**config.mk**
```make
export PLATFORM = sky130hd
export DESIGN_NAME = pls_decode
export DESIGN_NICKNAME = d
export VERILOG_FILES = /design/src/rtl/pls_pkg.sv /design/src/rtl/sync_edge.sv /design/src/rtl/pls_decode.sv
export SDC_FILE = /design/constraint.sdc
export NUM_CORES = 1
export LEC_CHECK = 0
export BUFFER_PORTS_ARGS = -buffer_cell sky130_fd_sc_hd__buf_4
export CAP_MARGIN = 20
export CORE_ASPECT_RATIO = 2
export CORE_MARGIN = 5
export CORE_UTILIZATION = 40
export CTS_CLUSTER_SIZE = 12
export DETAILED_ROUTE_END_ITERATION = 10
export PLACE_DENSITY = 0.59
export SYNTH_ARGS = -nofsm -noshare
export SYNTH_HDL_FRONTEND = slang
export SYNTH_SLANG_ARGS = --single-unit
```
**constraint.sdc**
```tcl
create_clock -name clk -period 6.95 [get_ports clk]
set_input_delay 0.3475 -clock clk [delete_from_list [all_inputs] [get_ports clk]]
set_output_delay 0.3475 -clock clk [all_outputs]
set_load 0.005 [all_outputs]
```
**src/rtl/pls_pkg.sv**
```systemverilog
// Shared types for the step/direction pulse decoder: segment record, FSM states and
// counter limits.
package pls_pkg;

  typedef struct packed {
    logic signed [31:0] N;
    logic        [31:0] T;
  } seg_t;

  localparam logic [31:0] T_UNKNOWN = 32'hFFFF_FFFF;

  // Largest step count a single segment may hold, in either direction.
  localparam logic signed [31:0] CNT_POS_MAX = 32'sh7FFF_FFFF;
  localparam logic signed [31:0] CNT_NEG_MAX = 32'sh8000_0001;

  typedef enum logic {
    IDLE,
    ACCUM
  } dec_state_t;

  function automatic logic [31:0] sat_inc(input logic [31:0] v);
    return (v == 32'hFFFF_FFFF) ? v : v + 32'd1;
  endfunction

endpackage

```
**src/rtl/sync_edge.sv**
```systemverilog
// Multi-stage input synchronizer with an optional rising-edge detector on the
// synchronized output.
module sync_edge #(
  parameter int unsigned STAGES = 2,
  parameter bit          EDGE   = 1'b1
) (
  input  logic clk,
  input  logic aclr_n,
  input  logic sclr,
  input  logic d,
  output logic q,
  output logic rise
);

  logic [STAGES-1:0] sync_q, sync_d;

  always_comb begin
    sync_d = sclr ? '0 : {sync_q[STAGES-2:0], d};
  end

  always_ff @(posedge clk or negedge aclr_n) begin
    if (!aclr_n) begin
      sync_q <= '0;
    end else begin
      sync_q <= sync_d;
    end
  end

  assign q = sync_q[STAGES-1];

  if (EDGE) begin : g_edge
    logic prev_q, prev_d;

    always_comb begin
      prev_d = sclr ? 1'b0 : q;
    end

    always_ff @(posedge clk or negedge aclr_n) begin
      if (!aclr_n) begin
        prev_q <= 1'b0;
      end else begin
        prev_q <= prev_d;
      end
    end

    assign rise = q & ~prev_q;
  end else begin : g_no_edge
    assign rise = 1'b0;
  end

endmodule

```
**src/rtl/pls_decode.sv**
```systemverilog
// Step/direction pulse decoder: tracks absolute position and compresses runs of
// same-direction steps into (N, T) segment records written to a downstream FIFO.
module pls_decode
  import pls_pkg::*;
#(
  parameter int unsigned SYNC_STAGES = 2,
  parameter int unsigned TIMEOUT     = 1_000_000
) (
  input  logic               clk,
  input  logic               aclr_n,
  input  logic               sclr,
  input  logic               enable,
  input  logic               pls,
  input  logic               dir,
  output logic signed [31:0] seg_N,
  output logic        [31:0] seg_T,
  output logic               seg_wrreq,
  input  logic               seg_full,
  output logic signed [31:0] pos,
  output logic               busy,
  output logic               ovf
);

  localparam logic [31:0] TmoLast = 32'(TIMEOUT - 1);

  logic pls_rise, pls_s_unused;
  logic dir_s, dir_rise_unused;

  sync_edge #(
    .STAGES(SYNC_STAGES),
    .EDGE  (1'b1)
  ) u_pls_sync (
    .clk   (clk),
    .aclr_n(aclr_n),
    .sclr  (sclr),
    .d     (pls),
    .q     (pls_s_unused),
    .rise  (pls_rise)
  );

  sync_edge #(
    .STAGES(SYNC_STAGES),
    .EDGE  (1'b0)
  ) u_dir_sync (
    .clk   (clk),
    .aclr_n(aclr_n),
    .sclr  (sclr),
    .d     (dir),
    .q     (dir_s),
    .rise  (dir_rise_unused)
  );

  dec_state_t         state_q, state_d;
  logic signed [31:0] cnt_q, cnt_d;
  logic               sdir_q, sdir_d;
  logic        [31:0] tlast_q, tlast_d;
  logic        [31:0] pcnt_q, pcnt_d;
  logic               pending_q, pending_d;
  seg_t               seg_q, seg_d;
  logic signed [31:0] pos_q, pos_d;
  logic               ovf_q, ovf_d;

  logic               step;
  logic signed [31:0] delta;
  logic signed [31:0] cnt_inc;
  logic        [31:0] period;
  logic               emit;
  seg_t               rec;

  assign seg_wrreq = pending_q & ~seg_full;

  always_comb begin
    state_d   = state_q;
    cnt_d     = cnt_q;
    sdir_d    = sdir_q;
    tlast_d   = tlast_q;
    pending_d = pending_q;
    seg_d     = seg_q;
    pos_d     = pos_q;
    ovf_d     = ovf_q;
    emit      = 1'b0;
    rec       = '{N: cnt_q, T: tlast_q};

    step    = pls_rise & enable;
    delta   = dir_s ? 32'sd1 : -32'sd1;
    cnt_inc = cnt_q + delta;
    // Cycles since the previous step: the counter was cleared in that step's cycle.
    period  = sat_inc(pcnt_q);

    pcnt_d = step ? 32'd0 : sat_inc(pcnt_q);
    if (step) begin
      pos_d = pos_q + delta;
    end

    if (seg_wrreq) begin
      pending_d = 1'b0;
    end

    unique case (state_q)
      IDLE: begin
        if (step) begin
          state_d = ACCUM;
          cnt_d   = delta;
          sdir_d  = dir_s;
          tlast_d = T_UNKNOWN;
        end
      end
      ACCUM: begin
        if (!enable) begin
          emit    = 1'b1;
          state_d = IDLE;
        end else if (step && (dir_s == sdir_q)) begin
          cnt_d   = cnt_inc;
          tlast_d = period;
          if ((cnt_inc == CNT_POS_MAX) || (cnt_inc == CNT_NEG_MAX)) begin
            emit    = 1'b1;
            rec     = '{N: cnt_inc, T: period};
            state_d = IDLE;
          end
        end else if (step) begin
          emit    = 1'b1;
          cnt_d   = delta;
          sdir_d  = dir_s;
          tlast_d = T_UNKNOWN;
        end else if (pcnt_q == TmoLast) begin
          emit    = 1'b1;
          state_d = IDLE;
        end
      end
      default: state_d = IDLE;
    endcase

    // A record still waiting for the FIFO wins; the newer one is lost.
    if (emit) begin
      if (pending_q) begin
        ovf_d = 1'b1;
      end else begin
        seg_d     = rec;
        pending_d = 1'b1;
      end
    end

    if (sclr) begin
      state_d   = IDLE;
      cnt_d     = '0;
      sdir_d    = 1'b0;
      tlast_d   = '0;
      pcnt_d    = '0;
      pending_d = 1'b0;
      seg_d     = '0;
      pos_d     = '0;
      ovf_d     = 1'b0;
    end
  end

  always_ff @(posedge clk or negedge aclr_n) begin
    if (!aclr_n) begin
      state_q   <= IDLE;
      cnt_q     <= '0;
      sdir_q    <= 1'b0;
      tlast_q   <= '0;
      pcnt_q    <= '0;
      pending_q <= 1'b0;
      seg_q     <= '0;
      pos_q     <= '0;
      ovf_q     <= 1'b0;
    end else begin
      state_q   <= state_d;
      cnt_q     <= cnt_d;
      sdir_q    <= sdir_d;
      tlast_q   <= tlast_d;
      pcnt_q    <= pcnt_d;
      pending_q <= pending_d;
      seg_q     <= seg_d;
      pos_q     <= pos_d;
      ovf_q     <= ovf_d;
    end
  end

  assign seg_N = seg_q.N;
  assign seg_T = seg_q.T;
  assign pos   = pos_q;
  assign ovf   = ovf_q;
  assign busy  = (state_q == ACCUM) | pending_q;

endmodule

```
Yosys cells after proc, flatten, opt, wreduce, memory -nomap -nowiden
Cells that the tools add are included.
W data, S select, Z words.

cells by class
  bitwise operators = 7
  add/sub/neg operators = 3
  mux-type cells = 52
  reduce and logical (&&, ||, !) cells = 8
  equality and inequality tests = 8

operator list
  cell                     number
  $mux W32                 14
  $mux W64                 7
  $pmux W32 S2             2
  $eq A32 B32 Y1 const B   3
  $add A32 B32 Y32         2
  $add A32 B1 Y32 const B  1
  $eq A32 B20 Y1 const B   1
  $mux W1                  25
  $ne A3 B3 Y1 const B     2
  $reduce_and A2 Y1        3
  $reduce_bool A2 Y1       3
  $mux W2                  2
  $pmux W1 S2              2
  $and A1 B1 Y1            3
  $not A1 Y1               3
  $ne A2 B2 Y1 const B     1
  $eq A1 B1 Y1             1
  $logic_and A1 B1 Y1      1
  $logic_or A1 B1 Y1       1
  $or A1 B1 Y1             1

storage, ports and cells
  output and inout port bits = 99
  flip-flop bits (word level) = 201
  logic and storage cells = 91

Depth between registers and ports, before layout
  word-level depth = 11
  mapped depth = 17
  mapped depth without buffers = 13

Modules after synthesis
Synthesis repeated with hierarchy kept, for this count alone.

unflattened totals
  cells, all modules = 1480
  area total of the unflattened synthesis = 12734.7 µm²

by module, submodules not included
  module                  cells each  seq. area each (µm²)  instances  area an instance (µm²)
  pls_decode              1467        4904.7                1          12558.3
  sync_edge (u_pls_sync)  7           75.1                  1          102.6
  sync_edge (u_dir_sync)  6           50.0                  1          73.8

Worst setup path after synthesis
No wires, ideal clock.

  path type = reg2reg
  start = reg u_dir_sync.sync_q[1]
  end = reg seg_q, in the netlist seg_T[29]
  library setup time = 0.078 ns
  buffers on the path = 2
  setup slack = 2.029 ns
  required time = 6.872 ns
  stages on the path, launching flop included = 16
  period minus slack after synthesis = 4.921 ns
  arrival = 4.843 ns
  cell sequence = dfrtp_1 clkbuf_1 inv_1 ha_1 a2111oi_2 o21a_1 o21ai_1 a31o_2 a211oi_4 xnor3_1 nor4_1 nand4_1 o2bb2ai_4 buf_8 mux2_2 o2bb2ai_1

between the ends
  longest elaborated chain between the ends = 11
  elaborated cells on any way between the ends = 20
  classes of those cells = add/sub: 1; eq/ne: 3; mux: 12; reduce/logical: 4

RTL lines
  what                      line               RTL
  start: declaration        sync_edge.sv:15    logic [STAGES-1:0] sync_q, sync_d;
  start signal: assignment  sync_edge.sv:25    sync_q <= sync_d;
  $mux W32                  pls_decode.sv:85   delta = dir_s ? 32'sd1 : -32'sd1;
  $add A32 B32 Y32          pls_decode.sv:86   cnt_inc = cnt_q + delta;
  $eq A32 B32 Y1            pls_decode.sv:115  if ((cnt_inc == CNT_POS_MAX) || (cnt_inc == CNT_NEG_MAX)) begin
  $logic_or A1 B1 Y1        pls_decode.sv:115
  $mux W64                  pls_decode.sv:115
  $mux W64                  pls_decode.sv:112  end else if (step && (dir_s == sdir_q)) begin
  $mux W64                  pls_decode.sv:109  if (!enable) begin
  $mux W64                  pls_decode.sv:99   unique case (state_q)
  $mux W64                  pls_decode.sv:135  if (pending_q) begin
  $mux W64                  pls_decode.sv:134  if (emit) begin
  $mux W64                  pls_decode.sv:143  if (sclr) begin
  end signal: assignment    pls_decode.sv:174  seg_q <= seg_d;
  end: declaration          pls_decode.sv:59   seg_t seg_q, seg_d;

Several ways; a longest one is shown, not always the timed one. The select of a mux whose other input is x is not followed.
A chain may end at the register's enable or synchronous reset.

Worst setup path after layout
  start = reg u_dir_sync.sync_q[1]
  end = reg seg_q, in the netlist seg_T[20]

Same word-level chain as after synthesis.

==> summary.md <==
| Metric | Value |
|---|---|
| Final hold violation count | 0 |
| Routed vias/inst | 5.83 |
| Area of the multi-input gates | 6710 µm² |
| Num rows | 91 |
| Critical Path AT | 5.55 ns |
| Die Wd | 134 µm |
| Ys async rst share | 1.00 |
| Seq/Total Area, Yosys | 0.408 |
| GP Congestion | 0.932 |
| Layout Area Growth over Synthesis | 14.3% |
| Cell Pwr Density | 207 nW/µm² |
| Cts hold-fix bufs | 1 |
| Post-CTS sizing | 0 |
| Vias in the first global route | 10728 |
| Synth Area per Inst | 9.17 µm² |
| Gr ovfl total | 0 |
| Post-CTS Setup Bufs | 0 |
| Largest net degree at the start of global routing | 82 |
| Most common cell after layout, fill and taps aside | dfrtp_1 |
| Hpwl dp | 23200 µm |
| Setup Skew | 0.0207 ns |
| Initial DRC count | 644 |
| CTS Buf Count | 22 |
| Reg power frac | 0.416 |
| Max-capacitance violation count | 0 |
| CTS clk-pin slew, worst paths | 0.06 ns |
| H-tree Lvls | 1 |
| EDFF count, synth | 0 |
| Starting density of the core | 0.403 |
| Routed Antenna Nets | 0 |
| Mapped Cells | 1345 |
| First-pass GRT wire length | 56400 µm |
| Worst setup SP type | register |
| N_diodes | 0 |
| # fillers | 2934 |
| Post-Route WL | 34000 µm |
| Top_reg_cell synth | dfrtp_1 |
| Die height | 258 µm |
| Switching Power | 0.000869 W |
| Post-synth net total | 1417 |
| Top cells by area, synth | dfrtp_1 41%, ha_1 6.4%, a21oi_1 4.7% |
| Final net count | 1490 |
| Met2 WL | 16600 µm |
| Pleak | 6.42 nW |
| Worst-Margin Slew | 0.978 ns |
| Most frequent cells in the layout | 201 x dfrtp_1, 130 x nor2_1, 117 x a21oi_1, 117 x buf_4, 109 x nand2_1 |
| First-pass iteration count of the detailed router | 6 |
| Root Driver | clkbuf_16 |
| I/O Buffers | 105 |
| Max Clock Freq | 196 MHz |
| Gr usage total | 0.195 |
| # DRC | 0 |
| Path type of the worst min-delay path | in2reg |
| Num ports | 106 |
| Sink Count | 201 |
| Period minus WS final | 5.11 ns |
| Worst hold margin | 0.0634 ns |
| Initial antenna violation count | 0 |
| Switching share of power | 0.298 |
| FF+latch count, synth | 201 |
| Max-slew violations | 0 |
| Reg area | 5030 µm² |
| Clock power frac | 0.387 |
| Top layer in use | met4 |
| Ys Warns | 0 |
| Kind of critical path | reg2reg |
| CP required | 7.39 ns |
| Die area | 34700 µm² |
| Internal power | 0.00205 W |
| WL met1 | 15400 µm |
| Vias | 10469 |
| Slew Limit Headroom | 0.348 |
| Final period utilization | 0.735 |
| Routed len/inst | 18.9 µm |
| CTS tree | built |
| RSZ-0062 raised after global routing | false |
| Setup TNS | 0 ns |
| VDD IR max | 196 µV |
| CP Capture Type | register |
| Post-Syn Area | 12300 µm² |
| Synth area leader | dfrtp_1 |
| Synth cell types | 71 |
| Layout cells sized above 1 | 0.128 |
| Final setup vio count | 0 |
| Status | finished, final reports clean |
| CTS Buffer Depth | 3 |
| Top-area cell type share of the netlist area | 0.408 |
| Combinational power share | 0.197 |
| Max FO, Critical Path | 61 |
| Clock Latency Late Sink | 0.53 ns |
| Met3 routed WL | 1300 µm |
| Core footprint | 30600 µm² |
==> final cells by class <==
cell class | instances | area share
Multi-Input combinational cell | 1001 | 0.476
Inverter | 70 | 0.0186
Clock buffer | 25 | 0.0413
Tap cell | 372 | 0.0330
Sequential cell | 201 | 0.357
Timing Repair Buffer | 122 | 0.0679
Clock inverter | 6 | 0.00613
==> Yosys cell counts, types with 5 or more instances <==
cell type	instances
and3_1	10
a21o_1	23
o2bb2ai_1	64
nor2b_1	19
mux2i_1	25
xor2_1	33
nand2b_1	8
a211oi_1	75
or3_1	11
o21ai_0	46
nand2_1	109
dfrtp_1	201
a211o_1	5
nand3_1	29
mux2_2	12
nor3_1	31
inv_1	70
o21a_1	10
ha_1	63
o211ai_1	6
xnor2_1	43
a21oi_1	117
o21bai_1	6
a221oi_1	13
buf_2	10
clkbuf_1	52
nor4_1	14
and4_1	5
and2_1	6
nor2_1	131
buf_6	6
nand4_1	21
a31oi_1	8
==> registers in the layout (all words and copies together) (netlist names), 2 cells and up <==
name,flops
cnt_q,32
tlast_q,32
u_dir_sync.sync_q,2
pcnt_q,32
seg_N,32
seg_T,32
u_pls_sync.sync_q,2
pos,32
==> per-stage QoR <==
stage               area, µm²  instances   util  setup WS (ns)  power [W]
floorplan               12300       1345      -           2.03    0.00164
global placement        13400       1762  0.437           1.79    0.00180
detailed placement      13400       1763  0.437           1.66    0.00180
CTS                     14100       1795  0.459           1.63    0.00295
global route            14100       1797  0.460           1.47    0.00306
finish                  14100       1797  0.460           1.84    0.00292
==> worst max-delay path, stage by stage, from the launching register on <==
cell and delay [ns]:
dfrtp_1 0.49, inv_2 0.57, ha_1 0.42, a21oi_1 0.13, a221o_1 0.32, a21oi_1 0.43
o21ai_0 0.35, nand2_1 0.15, xnor2_1 0.13, nor4_1 0.41, nand4_1 0.24, o2bb2ai_4 0.44
buf_12 0.39, mux2_2 0.39, o2bb2ai_1 0.13
==> metal layers <==
metal,track usage,vias to the layer above
met5,0,-
met4,0.0563,0
met3,0.0262,44
met2,0.330,220
met1,0.260,5172
li1,-,5033
==> power groups by stage <==
stage               Clock (W)  Combinational [W]  Sequential, W
finish                0.00113           0.000573        0.00121
global route          0.00121           0.000638        0.00122
CTS                   0.00117           0.000571        0.00121
detailed placement          0           0.000566        0.00124
global placement            0           0.000563        0.00124
floorplan                   0           0.000410        0.00123
==> path summary, 6_finish.rpt <==
path,slack [ns],startpoint,endpoint,depth (start not counted)
setup reg to reg,1.84,u_dir_sync.sync_q[1]$_DFF_PN0_,seg_T[20]$_DFFE_PN0P_,14
min in group asynchronous,0.42,aclr_n,seg_T[26]$_DFFE_PN0P_,2
setup / recovery,1.84,u_dir_sync.sync_q[1]$_DFF_PN0_,seg_T[20]$_DFFE_PN0P_,14
max in group asynchronous,5.19,aclr_n,pos[24]$_DFFE_PN0N_,3
hold reg to reg,0.45,u_dir_sync.sync_q[0]$_DFF_PN0_,u_dir_sync.sync_q[1]$_DFF_PN0_,1
hold / removal,0.06,dir,u_dir_sync.sync_q[0]$_DFF_PN0_,2
==> logic make-up after synthesis <==
logic type / share of synthesized area
AO/OA/AOI/OAI: 0.231
XOR/XNOR: 0.0558
adder cells (fa/ha/maj): 0.0672
buffers and inverters: 0.0497
flip-flops: 0.408
multiplexers: 0.0312
AND/OR/NAND/NOR: 0.157
(Power assumes the default switching activity.)
